===== src/rtl/aprx_add_sched_if.sv =====
// Requester and response channels of the shared approximate-adder scheduler.
// The slave modport is the scheduler's view; master is the client side.
interface aprx_add_sched_if #(
    parameter int NUM_REQ = 4,
    parameter int ID_W    = $clog2(NUM_REQ)
);
    logic [NUM_REQ-1:0]    req_valid;
    logic [NUM_REQ-1:0]    req_ready;
    logic [32*NUM_REQ-1:0] req_a;
    logic [32*NUM_REQ-1:0] req_b;
    logic [NUM_REQ-1:0]    req_mode;
    logic                  rsp_valid;
    logic                  rsp_ready;
    logic [ID_W-1:0]       rsp_id;
    logic                  rsp_mode;
    logic [15:0]           rsp_data;

    modport master (
        output req_valid, req_a, req_b, req_mode, rsp_ready,
        input  req_ready, rsp_valid, rsp_id, rsp_mode, rsp_data
    );

    modport slave (
        input  req_valid, req_a, req_b, req_mode, rsp_ready,
        output req_ready, rsp_valid, rsp_id, rsp_mode, rsp_data
    );
endinterface


===== src/rtl/aprx_add_sched.sv =====
// Round-robin scheduler sharing one approximate FP adder among NUM_REQ requesters.
// One operation in flight: grant, wait ADD_LAT cycles, sample, return with id.
module aprx_add_sched #(
    parameter int NUM_REQ = 4,
    parameter int ADD_LAT = 1,
    parameter int ID_W    = $clog2(NUM_REQ)
) (
    input  logic            clk,
    input  logic            rst_n,
    aprx_add_sched_if.slave bus,
    output logic [31:0]     add_a,
    output logic [31:0]     add_b,
    output logic [31:0]     add_mode,
    input  logic [15:0]     add_c16,
    input  logic [7:0]      add_c8,
    output logic            busy
);
    localparam int CNT_W = (ADD_LAT > 1) ? $clog2(ADD_LAT) : 1;

    typedef enum logic [1:0] {
        IDLE = 2'd0,
        WAIT = 2'd1,
        RESP = 2'd2
    } state_t;

    state_t             state_q, state_d;
    logic [ID_W-1:0]    rr_ptr_q, id_q, grant_id, rr_ptr_next;
    logic [NUM_REQ-1:0] grant;
    logic               grant_found;
    logic               accept;
    logic [CNT_W-1:0]   cnt_q;
    logic [31:0]        a_q, b_q, sel_a, sel_b;
    logic               mode_q, sel_mode;
    logic [15:0]        data_q;
    logic               rsp_valid_q;

    // First valid requester at or above rr_ptr, wrapping modulo NUM_REQ.
    always_comb begin
        int idx;
        // NOTE: every variable gets a default before any conditional write so no latch is inferred.
        grant       = '0;
        grant_id    = '0;
        grant_found = 1'b0;
        idx         = 0;
        for (int k = 0; k < NUM_REQ; k++) begin
            idx = (int'(rr_ptr_q) + k) % NUM_REQ;
            if (!grant_found && bus.req_valid[ID_W'(idx)]) begin
                grant[ID_W'(idx)] = 1'b1;
                grant_id          = ID_W'(idx);
                grant_found       = 1'b1;
            end
        end
    end

    always_comb begin
        sel_a    = '0;
        sel_b    = '0;
        sel_mode = 1'b0;
        for (int i = 0; i < NUM_REQ; i++) begin
            if (grant[i]) begin
                sel_a    = bus.req_a[32*i +: 32];
                sel_b    = bus.req_b[32*i +: 32];
                sel_mode = bus.req_mode[i];
            end
        end
    end

    assign accept      = (state_q == IDLE) && grant_found;
    assign rr_ptr_next = (grant_id == ID_W'(NUM_REQ - 1)) ? '0 : grant_id + 1'b1;

    // State register
    always_ff @(posedge clk or negedge rst_n) begin
        // NOTE: sequential state uses non-blocking assignments so all registers update from pre-edge values.
        if (!rst_n) state_q <= IDLE;
        else        state_q <= state_d;
    end

    // Next-state logic
    always_comb begin
        state_d = state_q;
        case (state_q)
            IDLE:    if (accept)         state_d = WAIT;
            WAIT:    if (cnt_q == '0)    state_d = RESP;
            RESP:    if (bus.rsp_ready)  state_d = IDLE;
            default:                     state_d = IDLE;
        endcase
    end

    // Operand capture, latency counter and result sampling.
    always_ff @(posedge clk or negedge rst_n) begin
        if (!rst_n) begin
            rr_ptr_q    <= '0;
            id_q        <= '0;
            cnt_q       <= '0;
            a_q         <= '0;
            b_q         <= '0;
            mode_q      <= 1'b0;
            data_q      <= '0;
            rsp_valid_q <= 1'b0;
        end else begin
            case (state_q)
                IDLE: if (accept) begin
                    a_q      <= sel_a;
                    b_q      <= sel_b;
                    mode_q   <= sel_mode;
                    id_q     <= grant_id;
                    rr_ptr_q <= rr_ptr_next;
                    cnt_q    <= CNT_W'(ADD_LAT - 1);
                end
                WAIT: if (cnt_q == '0) begin
                    data_q      <= mode_q ? {8'h00, add_c8} : add_c16;
                    rsp_valid_q <= 1'b1;
                end else begin
                    cnt_q <= cnt_q - 1'b1;
                end
                RESP: if (bus.rsp_ready) rsp_valid_q <= 1'b0;
                default: ;
            endcase
        end
    end

    // Outputs; operands stay on add_* until the next accept.
    always_comb begin
        bus.req_ready = (state_q == IDLE) ? grant : '0;
        busy          = (state_q != IDLE);
        add_a         = a_q;
        add_b         = b_q;
        add_mode      = {31'b0, mode_q};
        bus.rsp_valid = rsp_valid_q;
        bus.rsp_id    = id_q;
        bus.rsp_mode  = mode_q;
        bus.rsp_data  = data_q;
    end
endmodule


===== src/flat_wrapper.sv =====
// flat-port wrapper written by rule: the top's interface ports become plain ports
module aprx_add_sched_flat 
#(
    parameter int NUM_REQ = 4,
    parameter int ADD_LAT = 1,
    parameter int ID_W    = $clog2(NUM_REQ)
)
  (clk, rst_n, add_a, add_b, add_mode, add_c16, add_c8, busy, bus_req_valid, bus_req_a, bus_req_b, bus_req_mode, bus_rsp_ready, bus_req_ready, bus_rsp_valid, bus_rsp_id, bus_rsp_mode, bus_rsp_data);
  aprx_add_sched_if #(.NUM_REQ(NUM_REQ), .ID_W(ID_W)) bus_i ();
  input  logic clk;
  input  logic rst_n;
  output logic [31:0] add_a;
  output logic [31:0] add_b;
  output logic [31:0] add_mode;
  input  logic [15:0] add_c16;
  input  logic [7:0] add_c8;
  output logic busy;
  input wire logic [$bits(bus_i.req_valid)-1:0] bus_req_valid;
  input wire logic [$bits(bus_i.req_a)-1:0] bus_req_a;
  input wire logic [$bits(bus_i.req_b)-1:0] bus_req_b;
  input wire logic [$bits(bus_i.req_mode)-1:0] bus_req_mode;
  input wire logic [$bits(bus_i.rsp_ready)-1:0] bus_rsp_ready;
  output wire logic [$bits(bus_i.req_ready)-1:0] bus_req_ready;
  output wire logic [$bits(bus_i.rsp_valid)-1:0] bus_rsp_valid;
  output wire logic [$bits(bus_i.rsp_id)-1:0] bus_rsp_id;
  output wire logic [$bits(bus_i.rsp_mode)-1:0] bus_rsp_mode;
  output wire logic [$bits(bus_i.rsp_data)-1:0] bus_rsp_data;
  assign bus_i.req_valid = bus_req_valid;
  assign bus_i.req_a = bus_req_a;
  assign bus_i.req_b = bus_req_b;
  assign bus_i.req_mode = bus_req_mode;
  assign bus_i.rsp_ready = bus_rsp_ready;
  assign bus_req_ready = bus_i.req_ready;
  assign bus_rsp_valid = bus_i.rsp_valid;
  assign bus_rsp_id = bus_i.rsp_id;
  assign bus_rsp_mode = bus_i.rsp_mode;
  assign bus_rsp_data = bus_i.rsp_data;
  aprx_add_sched #(.NUM_REQ(NUM_REQ), .ADD_LAT(ADD_LAT), .ID_W(ID_W)) u_core (.clk(clk), .rst_n(rst_n), .bus(bus_i), .add_a(add_a), .add_b(add_b), .add_mode(add_mode), .add_c16(add_c16), .add_c8(add_c8), .busy(busy));
endmodule

===== config.mk =====
export PLATFORM = sky130hd
export DESIGN_NAME = aprx_add_sched_flat
export DESIGN_NICKNAME = d
export VERILOG_FILES = /design/src/rtl/aprx_add_sched_if.sv /design/src/rtl/aprx_add_sched.sv /design/src/flat_wrapper.sv
export SDC_FILE = /design/constraint.sdc
export NUM_CORES = 1
export LEC_CHECK = 0
export CAP_MARGIN = 20
export CORE_AREA = 4 4 160 162
export DETAILED_ROUTE_END_ITERATION = 6
export DIE_AREA = 0 0 164 166
export PLACE_DENSITY = 0.74
export SYNTH_ARGS = -nofsm -noshare
export SYNTH_HDL_FRONTEND = slang
export SYNTH_SLANG_ARGS = --single-unit

===== constraint.sdc =====
create_clock -name clk -period 4.05 [get_ports clk]
set_input_delay 0.81 -clock clk [delete_from_list [all_inputs] [get_ports clk]]
set_output_delay 0.81 -clock clk [all_outputs]
set_load 0.03 [all_outputs]

==> out/results.tsv, run 1 <==
metric	value	unit
final setup vio count	0	
Worst VDD drop	0.000805	V
clock buffer depth	2	
final hold vios	0	
fin nets	1450	
Mapped Avg Cell Area	8.43	µm²
final wirelength	30.9	mm
Max H-tree Level	3	
IO buf count	380	
commonest non-fill, non-tap cell in the layout	clkdlybuf4s50_1	
Fin Setup TNS	0	ns
Max Cap Viol	0	
critical path arrival	3.10	ns
detailed-route via count	7897	
GRT Residual Overflow	0	
Die Span X	164	µm
Post-CTS Setup Repair Bufs	0	
CTS clk-pin slew, worst paths	0.06	ns
main flop type after synthesis	dfrtp_1	
row count	57	
Total Routing Usage GR	0.215	
P_int	4.78	mW
RSZ-0062 raised after global routing	no	
Clk pwr share	0.083	
Worst setup SP type	input pin	
combinational share of power	0.756	
Yosys warnings	0	
vias in the first global route	8096	
residual DRC count	0	
post-synth cell types	55	
most frequent cells in the layout	clkdlybuf4s50_1, dfrtp_1, o21ai_0, nor2_1, inv_1	
Synth Cell Area	0.00689	mm²
critical path required time	3.24	ns
Tmin final	3.91	ns
Post-synth EDFFs	0	
sequential area share after synthesis	0.319	
status	finished, final reports clean	
Switching Share	0.529	
Max Slew Vio Count	0	
post-route ant nets	0	
multi-input logic area	0.00389	mm²
Synth async-reset ratio	1.00	
initial antenna violation count	1	
Worst-Skew Late Latency	0.35	ns
first-pass GRT wire length	46.4	mm
Sequential Power Share	0.161	
Slew headroom	0.341	
core footprint	0.0241	mm²
P&R area growth vs syn	62.9	%
P_leak	4.42	nW
CP peak stage delay	0.44	ns
clock root cell	clkbuf_16	
r2r setup slk	1.06	ns
hold_buf cts	0	
sequential cell area	0.00220	mm²
most used cell, CP	buf_4	
NetSw	5.38	mW
fillers	2358	
CTS tree	yes	
Critical Path, Cell by Cell	clkdlybuf4s50_1, mux2_2, or3_1, buf_4, a211oi_1, a211o_2, nor2b_1, buf_4	
Worst Clk Skew	0.0122	ns
Ant. Diodes	0	
Hold Slack	0.487	ns
Top Ports	412	
die area	0.0272	mm²
Starting DRT DRC Count	725	
CTS resizes	0	
Yosys reg bits	88	
Least-Margin Pin Slew	0.989	ns
CP endpoint kind	primary output	
share of cells above drive strength 1	0.106	
CP max-delay cell	clkdlybuf4s50_1	
first-pass iteration count of the detailed router	5	
Die H	166	µm
routed vias/inst	5.34	
CTS buffer count	9	
CP delay by family, top	buffers and inverters	
critical-path maximum fanout	5	
Crit Path Class	input pin to primary output	
Starting Density	0.286	
clock sinks	88	
pwr/cell area	905	mW/mm²
placer congestion estimate	0.846	
pin count of the biggest net entering global routing	70	
post-DP HPWL	21.6	mm
Post-Syn Instances	818	
wire per inst	20.9	µm
Max Freq	0.256	GHz
crit path buf inv count	3	
final worst path period share	0.965	
hold crit path type	register to register	
final cells by class:
cell class | instances | share of cell area
inverter | 73 | 0.0244
timing repair buffer | 414 | 0.372
tap | 324 | 0.0361
clock inverter | 7 | 0.00546
clock buffer | 9 | 0.0201
sequential | 88 | 0.196
multi-input combinational | 564 | 0.346
path summary, 6_finish.rpt:
check,endpoint,depth (start not counted),from
max in group asynchronous,u_core.add_a[0],2,rst_n
min,u_core.bus.rsp_data[7],2,u_core.bus.rsp_data[7]
min reg2reg,u_core.bus.rsp_data[7],2,u_core.bus.rsp_data[7]
min in group asynchronous,u_core.add_a[7],1,rst_n
max,bus_req_ready[3],8,bus_req_valid[3]
max reg2reg,u_core.add_a[31],9,u_core.rr_ptr_q[0]
synthesized netlist by cell type, types with 3 or more instances:
cell | number | share of area
a221oi_2 | 51 | 0.11
nor2_1 | 73 | 0.040
clkbuf_1 | 34 | 0.019
mux2i_1 | 13 | 0.019
o21ai_1 | 12 | 0.0087
a21o_1 | 3 | 0.0033
nand3b_1 | 3 | 0.0033
buf_2 | 34 | 0.025
buf_1 | 3 | 0.0016
inv_1 | 72 | 0.039
ha_1 | 9 | 0.016
a221oi_1 | 15 | 0.019
buf_4 | 46 | 0.050
a211oi_1 | 66 | 0.072
nand2b_1 | 13 | 0.012
nand2_1 | 22 | 0.012
dfrtp_1 | 88 | 0.32
nor2b_1 | 3 | 0.0027
o21ai_0 | 76 | 0.055
o22ai_1 | 65 | 0.059
buf_6 | 6 | 0.0098
a21oi_1 | 69 | 0.050
logic make-up after synthesis:
logic type | share of synthesized area
AO/OA/AOI/OAI | 0.407
XOR/XNOR | 0.00127
adder cells (fa/ha/maj) | 0.0163
flip-flops | 0.319
other | 0.000544
multiplexers | 0.0274
buffers and inverters | 0.144
AND/OR/NAND/NOR | 0.0839
worst min-delay path: stages (launching register included):
cell and delay, ns:
dfrtp_1 0.35, nand2_1 0.05, o21ai_0 0.06
per-layer routing:
metal / track usage / share of wire
met4: 0.0974 / 0.042
met1: 0.265 / 0.39
met3: 0.0494 / 0.098
met2: 0.357 / 0.47
met5: 0 / 0.00042
power groups by stage:
stage,sequential [mW],combinational [mW],clock [mW]
6_report,1.63,7.69,0.844
3_3_place_gp,1.63,7.56,0
5_1_grt,1.69,8.21,0.915
4_1_cts,1.63,7.70,0.868
3_5_place_dp,1.64,7.67,0
2_1_floorplan,2.45,4.18,0
through the flow:
step           instances  worst slack (ns)   util  power [mW]  area (µm²)
2_1_floorplan        848             0.172      -        6.62        7010
3_3_place_gp        1463             0.179  0.454        9.18       10900
3_5_place_dp        1463             0.172  0.454        9.31       10900
4_1_cts             1479             0.174  0.466        10.2       11200
5_1_grt             1479            0.0109  0.466        10.8       11200
6_report            1479             0.142  0.466        10.2       11200
flip-flops by register name, summed over array words and instances (netlist names):
register,cells
u_core.add_a,32
u_core.add_b,32
u_core.bus.rsp_data,16
u_core.bus.rsp_id,2
u_core.rr_ptr_q,2
u_core.state_q,2
u_core.bus.rsp_mode,1
u_core.bus.rsp_valid,1
(Power assumes the default switching activity.)
==> run 2: changes to the inputs <==
--- a/config.mk
+++ b/config.mk
@@ -7,6 +7,7 @@
 export LEC_CHECK = 0
 export CAP_MARGIN = 20
 export CORE_AREA = 4 4 160 162
+export CTS_BUF_LIST = sky130_fd_sc_hd__clkbuf_4
 export DETAILED_ROUTE_END_ITERATION = 6
 export DIE_AREA = 0 0 164 166
 export PLACE_DENSITY = 0.74
==> run 2 against run 1 <==
Effect of this change:
- first-iteration DRC count grew 1.4%
- combinational power barely moved
- clock skew is 0.017 ns higher
- count of clock-buffer cells in the layout is the same
- highest routed layer unchanged
==> out/results.tsv, run 2 (synthesis results as in run 1) <==
metric	value	unit
clock root cell	clkbuf_4	
Sequential Power Share	0.165	
Switching Share	0.544	
Least-Margin Pin Slew	1.01	ns
Critical Path, Cell by Cell	clkdlybuf4s50_1, mux2_2, or3_1, buf_4, a211oi_1, a211o_2, nor2b_1, buf_4	
final setup vio count	0	
fillers	2366	
first-pass iteration count of the detailed router	6	
Max Freq	0.258	GHz
wire per inst	20.9	µm
P&R area growth vs syn	60.7	%
final worst path period share	0.958	
post-route ant nets	0	
Max Cap Viol	0	
Tot Pwr	9.84	mW
Fin Setup TNS	0	ns
clock buffer depth	2	
Worst setup SP type	input pin	
most used cell, CP	buf_4	
Slew headroom	0.329	
CP peak stage delay	0.44	ns
Worst VDD drop	0.000717	V
Starting DRT DRC Count	735	
Die Span X	164	µm
critical-path maximum fanout	5	
detailed-route via count	7980	
CP max-delay cell	clkdlybuf4s50_1	
clock sinks	88	
NetSw	5.35	mW
critical path arrival	3.07	ns
GRT Residual Overflow	0	
final wirelength	31.0	mm
Top Ports	412	
critical path required time	3.24	ns
Max Slew Vio Count	0	
first-pass GRT wire length	46.3	mm
hold crit path type	input pin to async pin	
Total Routing Usage GR	0.215	
Post-CTS Setup Repair Bufs	0	
CTS clk-pin slew, worst paths	0.18	ns
CTS tree	yes	
initial antenna violation count	2	
Worst Clk Skew	0.0297	ns
post-DP HPWL	21.6	mm
CTS resizes	0	
CTS buffer count	9	
IO buf count	380	
routed vias/inst	5.39	
hold_buf cts	0	
placer congestion estimate	0.846	
final hold vios	0	
core footprint	0.0241	mm²
share of cells above drive strength 1	0.106	
Crit Path Class	input pin to primary output	
P_int	4.49	mW
Tmin final	3.88	ns
RSZ-0062 raised after global routing	no	
most frequent cells in the layout	clkdlybuf4s50_1, dfrtp_1, o21ai_0, nor2_1, inv_1	
Worst-Skew Late Latency	0.46	ns
CP endpoint kind	primary output	
Die H	166	µm
vias in the first global route	8085	
Starting Density	0.286	
pwr/cell area	888	mW/mm²
commonest non-fill, non-tap cell in the layout	clkdlybuf4s50_1	
combinational share of power	0.782	
row count	57	
Max H-tree Level	3	
fin nets	1450	
P_leak	4.37	nW
status	finished, final reports clean	
die area	0.0272	mm²
Clk pwr share	0.052	
pin count of the biggest net entering global routing	70	
residual DRC count	0	
==> run 2: cell types whose count changed in the layout (fill, tap and decap cells not counted), sizes merged <==
| cell | before | now |
|---|---|---|
| diode | 0 | 1 |
| clkdlybuf4s50 | 376 | 375 |
| dlymetal6s2s | 0 | 1 |
==> run 2: worst paths after layout <==
check                                            start                      to  slack [ns]  cells past startpoint
worst max-delay path                  bus_req_valid[2]        bus_req_ready[3]        0.17                      8
worst min-delay path                             rst_n         u_core.add_a[7]        0.46                      1
worst max register to register      u_core.rr_ptr_q[0]        u_core.add_a[31]        1.06                      9
worst min register to register  u_core.bus.rsp_data[7]  u_core.bus.rsp_data[7]        0.50                      2
max in group asynchronous                        rst_n         u_core.add_a[0]        2.72                      2
min in group clk                u_core.bus.rsp_data[7]  u_core.bus.rsp_data[7]        0.50                      2
==> run 2: per-layer routing <==
layer  track usage  up-vias  routed length, µm  part of all wire
met5             0        -                 13           0.00042
met4        0.0963        2               1370             0.044
met3        0.0486       93               3090              0.10
met2         0.357      510              14700              0.47
met1         0.265     3753              11800              0.38
li1              -     3622                  -                 -
==> run 2: cell type report <==
| cell class | count | area (µm²) | area share |
|---|---|---|---|
| repair buffers | 414 | 4180 | 0.377 |
| multi-input cells | 564 | 3890 | 0.351 |
| flip-flops and latches | 88 | 2200 | 0.199 |
| well taps | 324 | 405 | 0.0366 |
| inverters | 73 | 274 | 0.0247 |
| clock buffers | 9 | 67.6 | 0.00610 |
| clock inverters | 7 | 61.3 | 0.00554 |
| diodes | 1 | 2.50 | 0.000226 |
==> run 2: worst max-delay path: cells and delay by family <==
| kind | cells | cell delay (ns) |
|---|---|---|
| buf+inv | 3 | 0.76 |
| mux | 1 | 0.32 |
| compound gates | 2 | 0.66 |
| simple gates | 2 | 0.52 |
==> run 2: power groups by stage <==
stage	sequential, mW	combinational [mW]	clock, mW
after CTS	1.63	7.69	0.539
after global placement	1.63	7.56	0
final	1.63	7.70	0.514
after global routing	1.68	8.21	0.584
after floorplan	2.45	4.18	0
after detailed placement	1.64	7.67	0
==> run 2: stage by stage <==
step / hold slack [ns] / std cells / instance area (µm²) / setup WS [ns] / util
after floorplan: 0.468 / 848 / 7010 / 0.172 / -
after global placement: 0.463 / 1463 / 10900 / 0.179 / 0.454
after detailed placement: 0.473 / 1463 / 10900 / 0.172 / 0.454
after CTS: 0.442 / 1479 / 11100 / 0.174 / 0.459
after global routing: 0.465 / 1480 / 11100 / 0.00729 / 0.459
final: 0.459 / 1480 / 11100 / 0.169 / 0.459
==> run 3: changes to the inputs <==
--- a/config.mk
+++ b/config.mk
@@ -6,11 +6,11 @@
 export NUM_CORES = 1
 export LEC_CHECK = 0
 export CAP_MARGIN = 20
-export CORE_AREA = 4 4 160 162
+export CORE_AREA = 2 2 162 164
 export CTS_BUF_LIST = sky130_fd_sc_hd__clkbuf_4
 export DETAILED_ROUTE_END_ITERATION = 6
 export DIE_AREA = 0 0 164 166
-export PLACE_DENSITY = 0.74
+export PLACE_DENSITY = 0.71
 export SYNTH_ARGS = -nofsm -noshare
 export SYNTH_HDL_FRONTEND = slang
 export SYNTH_SLANG_ARGS = --single-unit
==> run 3 against run 2 <==
Effect of this change:
- non-clock buffer count shrank 1
- total power down 1.0%
- count of clock-buffer cells in the layout stayed put
- final cell count increased by 0.61%
- clock skew rose by 0.012 ns
- sequential cell count unchanged
- maximum frequency increased by 1.7%
- combinational power down 1%
- global-route usage decreased by 0.77 points
- critical path type is now register to primary output
- largest cell class unchanged
- largest power group unchanged
==> out/results.tsv, run 3 (synthesis results as in run 1) <==
metric	value	unit
status	finished, final reports clean	
Max Freq	0.262	GHz
fin nets	1449	
pin count of the biggest net entering global routing	66	
Top Ports	412	
CTS buffer count	9	
Critical Path, Cell by Cell	buf_4, mux4_2, buf_4, and3_1, a31o_1, a211o_2, nor2b_1, buf_4	
share of cells above drive strength 1	0.107	
die area	0.0272	mm²
CTS tree	yes	
Worst setup SP type	register	
Fin Setup TNS	0	ns
Worst VDD drop	0.000605	V
core footprint	0.0256	mm²
post-DP HPWL	20.4	mm
clock root cell	clkbuf_4	
worst flop-to-flop path endpoint	u_core.add_b[11]	
first-pass GRT wire length	44.1	mm
Least-Margin Pin Slew	0.982	ns
critical-path maximum fanout	19	
vias in the first global route	7998	
critical path arrival	3.01	ns
post-route ant nets	0	
final worst path period share	0.942	
Total Routing Usage GR	0.207	
residual DRC count	0	
detailed-route via count	7962	
CP peak stage delay	0.55	ns
Crit Path Class	register to primary output	
clock buffer depth	2	
Starting DRT DRC Count	720	
commonest non-fill, non-tap cell in the layout	clkdlybuf4s50_1	
Tot Pwr	9.74	mW
CP max-delay cell	mux4_2	
Die Span X	164	µm
first-pass iteration count of the detailed router	5	
placer congestion estimate	0.872	
most frequent cells in the layout	clkdlybuf4s50_1, dfrtp_1, o21ai_0, nor2_1, inv_1	
RSZ-0062 raised after global routing	no	
row count	59	
r2r setup slk	0.90	ns
initial antenna violation count	0	
routed vias/inst	5.35	
Max Cap Viol	0	
CTS clk-pin slew, worst paths	0.20	ns
wire per inst	20.2	µm
CP endpoint kind	primary output	
critical path required time	3.24	ns
P&R area growth vs syn	60.3	%
clock sinks	88	
Worst Setup SP	u_core.rr_ptr_q[0]	
Worst Clk Skew	0.0418	ns
GRT Residual Overflow	0	
Worst-Skew Late Latency	0.48	ns
FF-to-FF Start	u_core.rr_ptr_q[0]	
pwr/cell area	882	mW/mm²
Ant. Diodes	0	
cell depth of the worst flop-to-flop path	8	
Die H	166	µm
crit path capture	bus_req_ready[3]	
most used cell, CP	buf_4	
Max H-tree Level	3	
Starting Density	0.269	
hold crit path type	input pin to async pin	
final setup vio count	0	
IO buf count	380	
P_leak	4.35	nW
Slew headroom	0.345	
Post-CTS Setup Repair Bufs	0	
Tmin final	3.82	ns
Max Slew Vio Count	0	
final hold vios	0	
final wirelength	30.1	mm
[run 3: layout make-up]
class | count | area, µm²
clock buffers | 9 | 67.6
clock inverters | 7 | 61.3
fillers | 2571 | 14600
inverters | 73 | 278
multi-input cells | 564 | 3890
flip-flops and latches | 88 | 2200
well taps | 335 | 419
repair buffers | 413 | 4130
[run 3: repair_timing]
item	CTS	global route
resized for setup	0	3
endpoints found under the setup margin	0	1
hold endpoints to repair	0	0
hold buffers	0	0
[run 3: where the power goes]
group	total (mW)	internal, mW	switching, mW	leakage, nW
clock network	0.528	0.138	0.390	0.0655
logic	7.59	2.94	4.65	3.24
registers	1.62	1.35	0.269	1.04
[run 3: worst min path at each step]
| stage | from | endpoint | slack (ns) | cells past startpoint |
|---|---|---|---|---|
| 6_report | rst_n | u_core.add_a[10] | 0.37 | 1 |
| 5_1_grt | rst_n | u_core.add_a[31] | 0.37 | 1 |
| 4_1_cts | rst_n | u_core.add_a[31] | 0.37 | 1 |
| 3_5_place_dp | u_core.bus.rsp_data[7] | u_core.bus.rsp_data[7] | 0.47 | 2 |
| 3_3_place_gp | u_core.bus.rsp_data[8] | u_core.bus.rsp_data[8] | 0.46 | 2 |
| 2_1_floorplan | u_core.state_q[1] | u_core.bus.rsp_valid | 0.47 | 1 |
[run 3: routing by layer]
layer | track usage | share of wire
met1 | 0.252 | 0.40
met2 | 0.355 | 0.48
met3 | 0.0492 | 0.091
met4 | 0.0709 | 0.026
met5 | 0 | 0
[run 3: metrics by stage]
step                      hold slack (ns)  utilization  instance area [µm²]  instances  setup slack (ns)
after global routing                0.366        0.431                11000       1489            0.0951
after CTS                           0.365        0.431                11000       1489             0.106
final                               0.375        0.431                11000       1489             0.234
after detailed placement            0.473        0.426                10900       1473             0.147
after global placement              0.462        0.426                10900       1473             0.168
after floorplan                     0.468            -                 7010        848             0.172
[run 3: worst max-delay path, delay by kind of cell, from the launching register on]
| kind | cells | cell delay (ns) |
|---|---|---|
| buf+inv | 3 | 0.62 |
| compound gates | 2 | 0.59 |
| mux | 1 | 0.55 |
| flops | 1 | 0.49 |
| simple gates | 2 | 0.30 |
